$ cat config.mk
export PLATFORM = sky130hd
export DESIGN_NAME = store_buffer
export DESIGN_NICKNAME = d
export VERILOG_FILES = /design/src/rtl/store_buffer_pkg.sv /design/src/rtl/store_buffer_sb_match.sv /design/src/rtl/store_buffer.sv
export SDC_FILE = /design/constraint.sdc
export NUM_CORES = 1
export LEC_CHECK = 0
export ABC_AREA = 0
export BUFFER_PORTS_ARGS = -buffer_cell sky130_fd_sc_hd__buf_2
export CORE_MARGIN = 8
export CORE_UTILIZATION = 35
export DETAILED_ROUTE_END_ITERATION = 12
export HOLD_SLACK_MARGIN = 0.1
export SLEW_MARGIN = 20
export SYNTH_ARGS = -nofsm -noshare
export SYNTH_HDL_FRONTEND = slang
export SYNTH_SLANG_ARGS = --single-unit
$ cat constraint.sdc
create_clock -name clk -period 3.5 [get_ports clk]
set_input_delay 0.35 -clock clk [delete_from_list [all_inputs] [get_ports clk]]
set_output_delay 0.35 -clock clk [all_outputs]
set_load 0.03 [all_outputs]
$ cat src/rtl/store_buffer_pkg.sv
// Shared types and helpers for the posted-store queue.
// Latency: n/a (declarations only).
// Backpressure: n/a.
//
// Contents:
//   STORE_BUFFER_DEPTH - default number of queue entries
//   sb_entry_t         - one pending store {addr, data, is_byte, pc}
//   word_addr()        - word-granular address used for load matching
package store_buffer_pkg;

    localparam int STORE_BUFFER_DEPTH = 4;

    // is_byte: 1 = sb (data[7:0] significant), 0 = sw
    typedef struct packed {
        logic [31:0] addr;
        logic [31:0] data;
        logic        is_byte;
        logic [31:0] pc;
    } sb_entry_t;

    // Loads and stores alias whenever they touch the same 32-bit word.
    function automatic logic [29:0] word_addr(input logic [31:0] addr);
        return addr[31:2];
    endfunction

endpackage

$ cat src/rtl/store_buffer_sb_match.sv
// Youngest-match search over the pending stores for one load address.
// Latency: purely combinational.
// Backpressure: none; the caller turns a byte-store hit into a stall.
//
// Ports:
//   ent_word  - word address of every slot
//   ent_byte  - byte-store flag of every slot
//   valid     - slot holds a pending store
//   tail      - next write slot; tail-1 is the youngest entry
//   ld_word   - word address of the load
//   hit_valid - some valid slot matches
//   hit_idx   - slot of the youngest match
//   hit_byte  - youngest match is a byte store
module sb_match #(
    parameter int DEPTH = 4,
    localparam int PW = $clog2(DEPTH)
) (
    input  logic [29:0]      ent_word [DEPTH],
    input  logic [DEPTH-1:0] ent_byte,
    input  logic [DEPTH-1:0] valid,
    input  logic [PW-1:0]    tail,
    input  logic [29:0]      ld_word,
    output logic             hit_valid,
    output logic [PW-1:0]    hit_idx,
    output logic             hit_byte
);

    logic [PW-1:0] idx;

    // Walk from the oldest possible slot (tail-DEPTH) to the youngest
    // (tail-1); a later match overrides an earlier one, so the final
    // result is the youngest. Modulo arithmetic on idx handles the wrap.
    always_comb begin
        hit_valid = 1'b0;
        hit_idx   = '0;
        hit_byte  = 1'b0;
        idx       = '0;
        for (int k = DEPTH; k >= 1; k--) begin
            idx = tail - PW'(k);
            if (valid[idx] && (ent_word[idx] == ld_word)) begin
                hit_valid = 1'b1;
                hit_idx   = idx;
                hit_byte  = ent_byte[idx];
            end
        end
    end

endmodule

$ cat src/rtl/store_buffer.sv
// Posted-store queue between MEM and data memory, with load conflict check.
// Latency: a store accepted at edge N can write memory at edge N+1; one push and one pop per cycle.
// Backpressure: st_ready drops when all DEPTH slots are occupied; drain_en gates the memory write.
//
// Build option: define STORE_BUFFER_FWD_EN to forward full-word hits to
// loads (youngest match wins, byte-store hit stalls). Without it every
// address hit stalls the load and nothing is forwarded.
//
// Ports:
//   clk, reset                         - clock, synchronous active-high reset
//   st_valid/st_ready, st_addr, st_data, st_byte, st_pc - store push
//   ld_valid, ld_addr                  - load to check against pending stores
//   ld_hit, ld_data, ld_stall          - forward / stall result for the load
//   drain_en                           - allow head to be written this cycle
//   dm_we, dm_addr, dm_wd, dm_bh, dm_pc - data-memory write port (head entry)
//   empty                              - no pending stores (syscall/eret fence)
module store_buffer
    import store_buffer_pkg::*;
#(
    parameter int DEPTH = STORE_BUFFER_DEPTH
) (
    input  logic        clk,
    input  logic        reset,
    input  logic        st_valid,
    output logic        st_ready,
    input  logic [31:0] st_addr,
    input  logic [31:0] st_data,
    input  logic        st_byte,
    input  logic [31:0] st_pc,
    input  logic        ld_valid,
    input  logic [31:0] ld_addr,
    output logic        ld_hit,
    output logic [31:0] ld_data,
    output logic        ld_stall,
    input  logic        drain_en,
    output logic        dm_we,
    output logic [31:0] dm_addr,
    output logic [31:0] dm_wd,
    output logic        dm_bh,
    output logic [31:0] dm_pc,
    output logic        empty
);

    localparam int PW = $clog2(DEPTH);
    localparam logic [PW:0] FULL_COUNT = DEPTH[PW:0];

    sb_entry_t        entries [DEPTH];
    logic [PW-1:0]    head;
    logic [PW-1:0]    tail;
    logic [PW:0]      count;
    logic [DEPTH-1:0] valid;
    logic             push;
    logic             pop;
    logic [29:0]      ld_word;

    assign st_ready = (count < FULL_COUNT);
    assign empty    = (count == '0);
    // Reset discards the queue, so the head must not reach memory on that edge.
    assign dm_we    = !empty && drain_en && !reset;
    assign push     = st_valid && st_ready;
    assign pop      = dm_we;

    // Stale head is presented when empty; dm_we qualifies it.
    assign dm_addr  = entries[head].addr;
    assign dm_wd    = entries[head].data;
    assign dm_bh    = entries[head].is_byte;
    assign dm_pc    = entries[head].pc;

    always_ff @(posedge clk) begin
        if (reset) begin
            head  <= '0;
            tail  <= '0;
            count <= '0;
        end else begin
            if (push) begin
                tail <= tail + 1'b1;
            end
            if (pop) begin
                head <= head + 1'b1;
            end
            case ({push, pop})
                2'b10:   count <= count + 1'b1;
                2'b01:   count <= count - 1'b1;
                default: count <= count;
            endcase
        end
    end

    // Payload storage has no reset; validity comes from head/count only.
    always_ff @(posedge clk) begin
        if (push && !reset) begin
            entries[tail] <= '{addr: st_addr, data: st_data, is_byte: st_byte, pc: st_pc};
        end
    end

    // Slot i is pending when its distance from head is below count.
    always_comb begin
        valid = '0;
        for (int i = 0; i < DEPTH; i++) begin
            valid[i] = ({1'b0, PW'(i) - head} < count);
        end
    end

    assign ld_word = word_addr(ld_addr);

`ifdef STORE_BUFFER_FWD_EN
    logic [29:0]      ent_word [DEPTH];
    logic [DEPTH-1:0] ent_byte;
    logic             hit_valid;
    logic [PW-1:0]    hit_idx;
    logic             hit_byte;

    always_comb begin
        ent_byte = '0;
        for (int i = 0; i < DEPTH; i++) begin
            ent_word[i] = word_addr(entries[i].addr);
            ent_byte[i] = entries[i].is_byte;
        end
    end

    sb_match #(
        .DEPTH(DEPTH)
    ) u_sb_match (
        .ent_word  (ent_word),
        .ent_byte  (ent_byte),
        .valid     (valid),
        .tail      (tail),
        .ld_word   (ld_word),
        .hit_valid (hit_valid),
        .hit_idx   (hit_idx),
        .hit_byte  (hit_byte)
    );

    // A byte store only covers part of the word, so the load must wait
    // until that entry has reached memory.
    assign ld_hit   = ld_valid && hit_valid && !hit_byte;
    assign ld_stall = ld_valid && hit_valid && hit_byte;
    assign ld_data  = ld_hit ? entries[hit_idx].data : '0;
`else
    logic any_match;

    always_comb begin
        any_match = 1'b0;
        for (int i = 0; i < DEPTH; i++) begin
            if (valid[i] && (word_addr(entries[i].addr) == ld_word)) begin
                any_match = 1'b1;
            end
        end
    end

    assign ld_hit   = 1'b0;
    assign ld_data  = '0;
    assign ld_stall = ld_valid && any_match;
`endif

endmodule

== After elaboration in Yosys (flattened, before gate mapping) ==
Memory sizes are Yosys's and may differ from the RTL's. A register that Yosys moved wholly into a read port is not among the register bits.
Cells that the tools add are included.

* Add/subtract/negate cells: 8
* Magnitude comparators: 5
* Eq/ne operators: 6
* Multiplexer cells: 9
* Reductions and logical operators: 13

{| class="wikitable"
|+ Operators by type and width
! kind !! count
|-
| equality test 30 bit || 4
|-
| < comparator 2 x 3 -> 1 bit || 4
|-
| logical AND 1 bit || 9
|-
| two-way mux 1 bit || 6
|-
| one-hot mux 3 bit (2 select lines) || 1
|-
| adder 2 x 1 -> 2 bit (second input constant) || 2
|-
| two-way mux 2 bit || 2
|-
| subtractor 1 x 2 -> 2 bit (first input constant) || 2
|-
| subtractor 2 bit (first input constant) || 2
|-
| adder 3 x 1 -> 3 bit (second input constant) || 1
|-
| logical NOT 3 bit || 1
|-
| < comparator 3 bit (second input constant) || 1
|-
| subtractor 3 x 1 -> 3 bit (second input constant) || 1
|-
| equality test 2 x 1 -> 1 bit (second input constant) || 1
|-
| equality test 2 bit (second input constant) || 1
|-
| logical NOT 1 bit || 2
|-
| nonzero test 2 bit || 1
|}

* Register bits: 7
* RAM bits: 388
* Bits of input ports: 134
* Logic and storage cells: 45
* Memories kept: 1

{| class="wikitable"
|+ Memory list
! memory !! depth !! bits a word !! read ports !! clocked after memory_dff !! wr ports !! RTL line !! source
|-
| entries || 4 || 97 || 5 || 1 || 1 || store_buffer.sv:47 || <nowiki>sb_entry_t entries [DEPTH];</nowiki>
|}

== Longest topological paths before layout ==
Gate-level depths: netlist of the first run.

* Depth after elaboration: 8
* Depth in mapped cells: 9
* Depth with buffers taken out: 9

== Least setup slack after synthesis of the first run ==
No wires, ideal clock.

* Kind: input-to-reg
* Start: input st_valid
* End: memory entries[0][0] (netlist bit), enable pin
* Library setup time: 0.467 ns
* Arrival time: 3.097 ns
* Slack: -0.064 ns
* Stages: 4
* Buffers on the path: 0
* Cells stage by stage: nor2b_1 inv_1 nor2_1 and2_1

* Word-level cells in the longest chain between the ends: 4

{| class="wikitable"
|+ RTL lines
! element !! RTL line !! source
|-
| start, declared || store_buffer.sv:24 || <nowiki>input logic st_valid,</nowiki>
|-
| logical AND 1 bit || store_buffer.sv:60 || <nowiki>assign push = st_valid && st_ready;</nowiki>
|-
| logical AND 1 bit || store_buffer.sv:91 || <nowiki>if (push && !reset) begin</nowiki>
|-
| two-way mux 1 bit || store_buffer.sv:91 ||
|-
| two-way mux 1 bit (implied by the code) || store_buffer.sv:92 || <nowiki>entries[tail] <= '{addr: st_addr, data: st_data, is_byte: st_byte, pc: st_pc};</nowiki>
|-
| end, declared || store_buffer.sv:47 ||
|}

No other way between the ends.

==> results of run 1 <==
worst max-delay path, cell delays in order, from the launching register on:
cell       delay [ns]
edfxtp_1         0.40
xor2_1           0.24
nor4_1           0.68
nand3_1          0.20
a2111oi_0        0.28
or4_1            0.19
buf_2            0.21
metrics by stage:
stage,setup WS (ns),total power [mW],util
CTS,0.489,12.3,0.445
global placement,0.949,8.21,0.397
global route,0.358,12.7,0.445
detailed placement,1.01,8.22,0.397
floorplan,0.930,7.41,-
finish,0.399,12.2,0.445
what timing repair did:
| action | CTS | global route |
|---|---|---|
| hold buffers | 98 | 0 |
| setup buffers | 0 | 0 |
| endpoints found under the hold margin | 395 | 0 |
cells in the mapped netlist (2+ instances only):
master and count:
nor3_1 5, and2_1 4, mux4_2 97, clkbuf_1 7, buf_4 36, nor4_1 23, or3_1 2, ha_1 9
inv_1 11, nor2_1 10, xor2_1 114, nand3_1 4, buf_2 10, xnor2_1 11, a2111oi_0 3, nand4_1 8
o21ai_0 2, edfxtp_1 388, a21oi_1 10, buf_1 3, dfxtp_1 9
final cells by class:
| cell class | instances | area, µm² | share of cell area |
|---|---|---|---|
| antenna | 6 | 15.0 | 0.000743 |
| clock buffer | 54 | 1120 | 0.0553 |
| clock inverter | 21 | 105 | 0.00520 |
| inverter | 11 | 41.3 | 0.00204 |
| multi-input combinational | 341 | 3990 | 0.198 |
| sequential | 397 | 11800 | 0.586 |
| tap | 600 | 751 | 0.0371 |
| timing repair buffer | 345 | 2350 | 0.116 |
worst min-delay path by stage:
stage / slack, ns / cells past startpoint / from / to
after floorplan: 0.45 / 0 / st_pc[0] / entries[0][0]
after global placement: 0.51 / 2 / count[1] / count[1]
after detailed placement: 0.52 / 2 / count[1] / count[1]
after CTS: 0.23 / 4 / drain_en / head[0]
after global routing: 0.29 / 4 / drain_en / head[0]
final: 0.27 / 4 / drain_en / head[0]
routing by layer:
metal | up-vias | track usage
met1 | 4351 | 0.182
met5 | - | 0
met3 | 69 | 0.0502
met4 | 6 | 0.0540
li1 | 3809 | -
met2 | 284 | 0.230
cell families (layout without fill, tap and decap cells):
kind of cell | Yosys count | after routing | synth area share
adder cells (fa/ha/maj) | 10 | 10 | 0.00824
buffers and inverters | 67 | 431 | 0.0248
XOR/XNOR | 125 | 125 | 0.0680
AND/OR/NAND/NOR | 60 | 60 | 0.0215
other | 1 | 39 | 0.000233
flip-flops | 397 | 397 | 0.735
AO/OA/AOI/OAI | 16 | 16 | 0.00630
multiplexers | 97 | 97 | 0.136
power by group through the flow:
stage	combinational (mW)	sequential [mW]	clock [mW]
after floorplan	1.81	5.59	0
after global placement	2.56	5.64	0
after detailed placement	2.57	5.65	0
after CTS	2.67	5.55	4.12
after global routing	2.79	5.57	4.29
final	2.60	5.55	4.00
flip-flops by register name, summed over array words and instances, names as in the netlist, named ones only:
register / cells
head: 2
tail: 2
count: 3
entries: 388
==> metrics.md, run 1 <==
| Metric | Value |
|---|---|
| Finished Layout Cells | roughly 1800 |
| DRC errors left | 0 |
| Static Leakage | between 6 and 7 nW |
| Tmin final | about 3.1 ns |
| # clock sinks | just under 400 |
| Vias per cell | between 4 and 5 |
| Met3 wire length | around 3.5 mm |
| CP required | approximately 3.2 ns |
| Power per cell area | 601 nW/µm² |
| Antenna-violating nets left | 0 |
| Clock Tree Buf Depth | 3 |
| Core ar. | roughly 45000 µm² |
| Clk Latency, worst-skew pair | about 0.55 ns |
| P_sw | ~3.5 mW |
| Router iterations before antenna repair | 5 |
| Initial antenna violation count | 7 |
| M1 WL | roughly 16 mm |
| R2r endpoint | entries[0][57] |
| Peak supply drop | ~0.39 mV |
| Gate Count Post-Synth | about 770 |
| Top_reg_cell synth | edfxtp_1 |
| Reg clk slew, reported paths | around 0.060 ns |
| Slew Limit Fails | 0 |
| Ys async rst share | 0 |
| Die Ht | between 200 and 250 µm |
| CTS H-Tree Depth | 2 |
| R2r startpoint | count[2] |
| Root buf cell | clkbuf_16 |
| Largest net degree at the start of global routing | between 50 and 60 |
| Maximum fanout along the worst path | 2 |
| Tcrit/Tclk final | 0.886 |
| Top-area cell type share of the netlist area | 0.724 |
| Outcome | finished, final reports clean |
| Die W | 230 µm |
| PortBufs | between 200 and 250 |
| Sw Share | 0.285 |
| Area after DPL | 18000 µm² |
| CTS Buf Count | between 40 and 50 |
| WL met2 | 18.3 mm |
| Setup crit end kind | output port |
| Final instance area | between 20000 and 25000 µm² |
| Vias | roughly 8500 |
| Top post-synthesis cells by area | edfxtp_1, mux4_2, xor2_1, buf_4, dfxtp_1 |
| Seq/Total Area, Yosys | 0.735 |
| Share of cells above drive strength 1 | 0.346 |
| Synthesized cell area | about 16000 µm² |
| Worst min path class | input pin to flip-flop |
| Clock Skew | 0.00945 ns |
| CTS resizes | 0 |
| Logic pwr share | 0.214 |
| Seq pwr share | 0.457 |
| Commonest non-fill, non-tap cell in the layout | edfxtp_1 |
| CTS tree | built |
| Max Cap Viol | 0 |
| Initial Util | 0.355 |
| Post-synth top area cell | edfxtp_1 |
| Final wirelength | 39.1 mm |
| TNS Setup | 0 ns |
| Total track usage | 0.145 |
| Crit path to | ld_stall |
| Setup violators final | 0 |
| Layout area overhead | 25.6% |
| Clk network pwr share | 0.329 |
| Max-slew headroom | 0.516 |
| Placed cells | around 1600 |
| Final net count | 1283 |
| Floorplan row count | 78 |
| Number of synthesized flops with an enable pin | 388 |
| GR Overflow Total | 0 |
| Yosys warns | 0 |
| R2R cell count | 5 |
| Commonest cells after routing, fill and taps aside | edfxtp_1, buf_2, xor2_1 |
| Crit. Startpoint | entries[0][90] |
| Flops & latches, synth | roughly 400 |
| CP Data Arrival Time | ~2.8 ns |
| WL per Instance | about 22 µm |
| Syn Area/Cell | between 20 and 25 µm² |
| Max Freq | between 300 and 400 MHz |
| Int Pwr | approximately 8.7 mW |
| Max layer used | met5 |
| I/O pin cnt | around 270 |
| R2r setup slk | approximately 1.2 ns |
| DRT iter0 DRCs | ~570 |
| RSZ-0062 raised after global routing | false |
| Die footprint | roughly 53000 µm² |
| Final Hold Vio Count | 0 |
| Synth cell types | 28 |
| Worst setup SP type | flip-flop |
| Final hold slack | ~0.27 ns |
| First-pass GRT wire length | approximately 58 mm |
| Worst slew pin tran | about 0.72 ns |
| Vias in the first global route | roughly 9000 |
| Critical path type | flip-flop to output port |
| RePlAce Congestion | between 0.8 and 0.9 |
| Fillers | ~4000 |
| Post-DP HPWL | 26.1 mm |
Note: power is estimated with default switching activity, not from simulation.
==> inputs of run 2 (changes only) <==
--- a/config.mk
+++ b/config.mk
@@ -7,10 +7,13 @@
 export LEC_CHECK = 0
 export ABC_AREA = 0
 export BUFFER_PORTS_ARGS = -buffer_cell sky130_fd_sc_hd__buf_2
+export CELL_PAD_IN_SITES_DETAIL_PLACEMENT = 0
+export CELL_PAD_IN_SITES_GLOBAL_PLACEMENT = 2
 export CORE_MARGIN = 8
 export CORE_UTILIZATION = 35
 export DETAILED_ROUTE_END_ITERATION = 12
 export HOLD_SLACK_MARGIN = 0.1
+export PLACE_DENSITY_LB_ADDON = 0.1
 export SLEW_MARGIN = 20
 export SYNTH_ARGS = -nofsm -noshare
 export SYNTH_HDL_FRONTEND = slang
==> run 2 against run 1 <==
- hold slack better by 0.028 ns
- sequential share of layout area down 0.45 points
- die area unchanged
- combinational power about the same
- highest routed layer unchanged
==> metrics.md, run 2 (synthesis results as in run 1) <==
| Metric | Value |
|---|---|
| Outcome | finished, final reports clean |
| Final Hold Vio Count | 0 (unchanged) |
| Hold depth | 4 (unchanged) |
| Initial Util | 0.355 (unchanged) |
| CTS Buf Count | 45 (+4.7%) |
| Worst min path class | input pin to flip-flop |
| Die W | 230 µm (unchanged) |
| Fillers | 3974 (-0.13%) |
| Final net count | 1283 (unchanged) |
| DRT iter0 DRCs | 374 (-34%) |
| Worst slew pin tran | 0.723 ns (+0.00290 ns) |
| # clock sinks | 397 (unchanged) |
| TNS Setup | 0 ns (unchanged) |
| Router iterations before antenna repair | 4 (-1) |
| CTS resizes | 0 (unchanged) |
| Final core utilization | 0.449 (+0.00342) |
| Post-DP HPWL | 26.7 mm (+2.5%) |
| Static Leakage | 6.98 nW (+0.94%) |
| Max Freq | 312 MHz (-3.4%) |
| Floorplan row count | 78 (unchanged) |
| Multi-input gate area | 3990 µm² (unchanged) |
| Layout area overhead | 26.6% |
| Hold_buf cts | 98 (unchanged) |
| Commonest cells after routing, fill and taps aside | edfxtp_1, buf_2, xor2_1 |
| First-pass GRT wire length | 60.1 mm (+3.0%) |
| GR Overflow Total | 0 (unchanged) |
| Setup crit end kind | output port |
| Die Ht | 230 µm (unchanged) |
| I/O pin cnt | 268 (unchanged) |
| Reg clk slew, reported paths | 0.05 ns (about the same) |
| Final wirelength | 40.5 mm (+3.7%) |
| Register with the most flip-flops | entries |
| Setup violators final | 0 (unchanged) |
| Slew Limit Fails | 0 (unchanged) |
| Critical path type | flip-flop to output port |
| Maximum fanout along the worst path | 2 (unchanged) |
| Tmin final | 3.21 ns (+0.108 ns) |
| Clk Latency, worst-skew pair | 0.57 ns (+0.02 ns) |
| Initial antenna violation count | 4 (-3) |
| RSZ-0062 raised after global routing | false |
| PortBufs | 232 (unchanged) |
| Worst setup SP type | flip-flop |
| Final instance area | 20400 µm² (+0.77%) |
| Clock Skew | 0.0147 ns (+0.00527 ns) |
| Regs by FF count | entries: 388 flops, count: 3 flops |
| Max-slew headroom | 0.514 (-0.00195) |
| Tcrit/Tclk final | 0.917 (+0.0308) |
| Area after DPL | 18000 µm² (about the same) |
| Total track usage | 0.151 (+0.00685) |
| Vias | 8324 (-2.3%) |
| Root buf cell | clkbuf_16 |
| CP Data Arrival Time | 2.86 ns (+0.11 ns) |
| Clock Tree Buf Depth | 3 (unchanged) |
| DRC errors left | 0 (unchanged) |
| CTS tree | built |
| WL per Instance | 22.9 µm (+3.9%) |
| Peak supply drop | 0.424 mV (+9.3%) |
| Antenna-violating nets left | 0 (unchanged) |
| Power per cell area | 617 nW/µm² (+2.7%) |
| Die footprint | 53100 µm² (unchanged) |
| RePlAce Congestion | 0.720 (-10%) |
| Vias per cell | 4.70 (-2.1%) |
| Commonest non-fill, non-tap cell in the layout | edfxtp_1 |
| Core ar. | 45400 µm² (unchanged) |
| Max Cap Viol | 0 (unchanged) |
| CTS H-Tree Depth | 2 (unchanged) |
| Sequential cell area | 11800 µm² (unchanged) |
| Setup repair bufs after CTS | 0 (unchanged) |
| Share of cells above drive strength 1 | 0.350 (+0.00453) |
| CP required | 3.15 ns (about the same) |
| Largest register FFs | 388 (unchanged) |
| Largest net degree at the start of global routing | 98 (+72%) |
| R2R cell count | 5 (unchanged) |
| Vias in the first global route | 9278 (+0.54%) |
## run 2: changes by cell type in the layout (fill, tap and decap cells not counted), moves of 3 or more
cell       delta
buf_4         -4
diode_2       -5
clkinv_1      -3
bufinv_16     +3
## run 2: metrics by stage
step                setup slack, ns  std cells  hold slack (ns)  total power [mW]
floorplan                     0.930        805            0.449              7.41
global placement              0.784       1594            0.504              8.25
detailed placement            0.803       1594            0.515              8.25
CTS                           0.248       1771            0.256              12.8
global route                  0.180       1772            0.309              13.1
finish                        0.291       1772            0.297              12.6
## run 2: per-layer routing
layer / track usage / up-vias / part of all wire
met4: 0.0410 / 6 / 0.017
li1: - / 3797 / -
met1: 0.193 / 4289 / 0.43
met2: 0.253 / 179 / 0.49
met5: 0 / - / 0.00086
met3: 0.0424 / 53 / 0.061
## run 2: path summary, 6_finish.rpt
kind                  startpoint              to  slack [ns]
setup / recovery  entries[2][67]        ld_stall        0.29
hold / removal          drain_en         head[0]        0.30
setup reg to reg        count[2]  entries[1][29]        1.19
hold reg to reg         count[1]        count[1]        0.53
## run 2: layout make-up
cell class / instances / area share
inverter: 11 / 0.00203
sequential: 397 / 0.581
tap: 600 / 0.0369
clock buffer: 55 / 0.0571
clock inverter: 24 / 0.0106
timing repair buffer: 343 / 0.116
antenna: 1 / 0.000123
multi-input combinational: 341 / 0.196
## run 2: where the power goes
part	internal [mW]	total (mW)	switching, mW	leakage (nW)
clock	2.59	4.41	1.83	0.662
sequential	5.44	5.53	0.0900	3.60
combinational	0.998	2.63	1.63	2.72
## run 2: worst max-delay path, cell delays in order, from the launching register on
cell and delay [ns]:
edfxtp_1 0.40, xor2_1 0.22, nor4_1 0.66, nand4_1 0.19, a2111oi_0 0.38, or4_1 0.23, buf_2 0.22
==> inputs of run 3 (changes only) <==
--- a/config.mk
+++ b/config.mk
@@ -6,12 +6,12 @@
 export NUM_CORES = 1
 export LEC_CHECK = 0
 export ABC_AREA = 0
-export BUFFER_PORTS_ARGS = -buffer_cell sky130_fd_sc_hd__buf_2
 export CELL_PAD_IN_SITES_DETAIL_PLACEMENT = 0
 export CELL_PAD_IN_SITES_GLOBAL_PLACEMENT = 2
 export CORE_MARGIN = 8
 export CORE_UTILIZATION = 35
 export DETAILED_ROUTE_END_ITERATION = 12
+export DONT_BUFFER_PORTS = 1
 export HOLD_SLACK_MARGIN = 0.1
 export PLACE_DENSITY_LB_ADDON = 0.1
 export SLEW_MARGIN = 20
==> run 3 against run 2 <==
- first-iteration DRC count shrank 6.1%
- final cell count shrank 13%
- via count shrank 9.3%
- register-to-register slack lost 0.18 ns
==> metrics.md, run 3 (synthesis results as in run 1) <==
| Metric | Value |
|---|---|
| Total track usage | 0.148 (-0.00305) |
| Largest net degree at the start of global routing | 50 (-49%) |
| # clock sinks | 397 (unchanged) |
| Max Freq | 312 MHz (+0.21%) |
| GR Overflow Total | 0 (unchanged) |
| Outcome | finished, final reports clean |
| RSZ-0062 raised after global routing | false |
| DRT iter0 DRCs | 351 (-6.1%) |
| Commonest cells after routing, fill and taps aside | edfxtp_1, xor2_1, dlygate4sd3_1 |
| Clock Tree Buf Depth | 3 (unchanged) |
| Worst min path class | input pin to flip-flop |
| Max Cap Viol | 0 (unchanged) |
| Router iterations before antenna repair | 4 (unchanged) |
| Slew Limit Fails | 0 (unchanged) |
| First-pass GRT wire length | 58.0 mm (-3.5%) |
| Vias in the first global route | 8338 (-10%) |
| Commonest non-fill, non-tap cell in the layout | edfxtp_1 |
| Max-slew headroom | 0.521 (+0.00741) |
| Sequential cell area | 11800 µm² (unchanged) |
| Worst slew pin tran | 0.712 ns (-0.0110 ns) |
| Register with the most flip-flops | entries |
| Final wirelength | 39.9 mm (-1.4%) |
| R2r endpoint | count[2] |
| Vias per cell | 4.89 (+4.0%) |
| Die Ht | 230 µm (unchanged) |
| Placed cells | 1365 (-14%) |
| WL per Instance | 25.9 µm (+13%) |
| Finished Layout Cells | 1544 (-13%) |
| Reg clk slew, reported paths | 0.06 ns (about the same) |
| Root buf cell | clkbuf_16 |
| Final Hold Vio Count | 0 (unchanged) |
| Critical path type | flip-flop to output port |
| DRC errors left | 0 (unchanged) |
| Worst setup SP type | flip-flop |
| Power per cell area | 630 nW/µm² (+2.1%) |
| RePlAce Congestion | 0.751 (+4.2%) |
| Floorplan row count | 78 (unchanged) |
| Tcrit/Tclk final | 0.915 (-0.00195) |
| Setup violators final | 0 (unchanged) |
| Antenna-violating nets left | 0 (unchanged) |
| CTS H-Tree Depth | 2 (unchanged) |
| Layout area overhead | 18.8% |
| Final net count | 1052 (-18%) |
| Clock Skew | 0.0142 ns (-0.000567 ns) |
| R2r setup slk | 1.01 ns (-0.18 ns) |
| Initial antenna violation count | 4 (unchanged) |
| Crit. Startpoint | entries[2][67] |
| I/O pin cnt | 268 (unchanged) |
| Crit path to | ld_stall |
| CTS tree | built |
| Vias | 7546 (-9.3%) |
| Share of cells above drive strength 1 | 0.188 (-0.162) |
| Die W | 230 µm (unchanged) |
| Fillers | 3996 (+0.55%) |
| CTS Buf Count | 43 (-4.4%) |
| Tmin final | 3.20 ns (-0.00681 ns) |
| Clk Latency, worst-skew pair | 0.56 ns (about the same) |
| R2R cell count | 10 (+5) |
| Peak supply drop | 0.457 mV (+7.9%) |
| TNS Setup | 0 ns (unchanged) |
| CP required | 3.15 ns (about the same) |
| Area after DPL | 16800 µm² (-6.5%) |
| CP Data Arrival Time | 2.85 ns (about the same) |
| Setup crit end kind | output port |
| Regs by FF count | entries: 388 flops, count: 3 flops |
| Initial Util | 0.355 (unchanged) |
| Final instance area | 19100 µm² (-6.2%) |
| Largest register FFs | 388 (unchanged) |
| Maximum fanout along the worst path | 2 (unchanged) |
| Die footprint | 53100 µm² (unchanged) |
| Static Leakage | 6.04 nW (-13%) |
| Post-DP HPWL | 27.1 mm (+1.5%) |
| R2r startpoint | count[2] |
| Core ar. | 45400 µm² (unchanged) |
| PortBufs | 0 (-100%) |
| Multi-input gate area | 3990 µm² (unchanged) |
-- run 3: cell types whose count changed in the layout (fill, tap and decap cells not counted), moves of 2 or more --
cell        before  now
buf_12          10    7
buf_2          232    0
buf_4            3    9
clkbuf_1        10   14
clkbuf_16       45   43
clkinvlp_4       4    1
inv_6            2    4
-- run 3: report_power, final --
group	internal (mW)	switching [mW]	leakage (nW)
clock network	2.42	1.79	0.631
registers	5.44	0.0948	3.60
logic	0.781	1.53	1.81
-- run 3: how the worst min path moves through the flow --
stage | to | depth (start not counted) | slack (ns) | startpoint
final | tail[0] | 3 | 0.18 | st_valid
after global placement | flip-flop | 1 | 0.42 | reset
after CTS | tail[0] | 3 | 0.13 | st_valid
after detailed placement | flip-flop | 1 | 0.42 | reset
after global routing | tail[1] | 3 | 0.20 | st_valid
after floorplan | entries[0][0] | 0 | 0.45 | st_pc[0]
-- run 3: what timing repair did --
| item | 4_1_cts | 5_1_grt |
|---|---|---|
| endpoints found under the setup margin | 0 | 0 |
| gates resized for setup | 0 | 0 |
| endpoints found under the hold margin | 397 | 0 |
| buffers inserted | 0 | 0 |
| hold buffers | 98 | 0 |
-- run 3: final cells by class --
cell class | instances | area share
clock inverter | 22 | 0.00871
multi-input combinational | 341 | 0.209
timing repair buffer | 114 | 0.0622
clock buffer | 57 | 0.0590
tap | 600 | 0.0393
sequential | 397 | 0.619
inverter | 11 | 0.00216
antenna | 2 | 0.000262
-- run 3: through the flow --
step / util / worst slack, ns / hold WS [ns] / power [mW]
2_1_floorplan: - / 0.930 / 0.449 / 7.41
3_3_place_gp: 0.371 / 0.914 / 0.421 / 7.85
3_5_place_dp: 0.371 / 0.862 / 0.423 / 7.88
4_1_cts: 0.421 / 0.234 / 0.131 / 12.3
5_1_grt: 0.421 / 0.0816 / 0.203 / 12.6
6_report: 0.421 / 0.298 / 0.183 / 12.1
-- run 3: routing by layer --
metal	vias up	GRT usage	part of all wire
li1	3345	-	-
met1	3947	0.178	0.40
met2	198	0.248	0.50
met3	52	0.0529	0.078
met4	4	0.0465	0.022
met5	-	0	0.00068
-- run 3: critical path: stages, from the launching register on --
cell,delay (ns)
edfxtp_1,0.39
xor2_1,0.21
nor4_1,0.65
nand4_1,0.20
a2111oi_0,0.42
or4_1,0.42
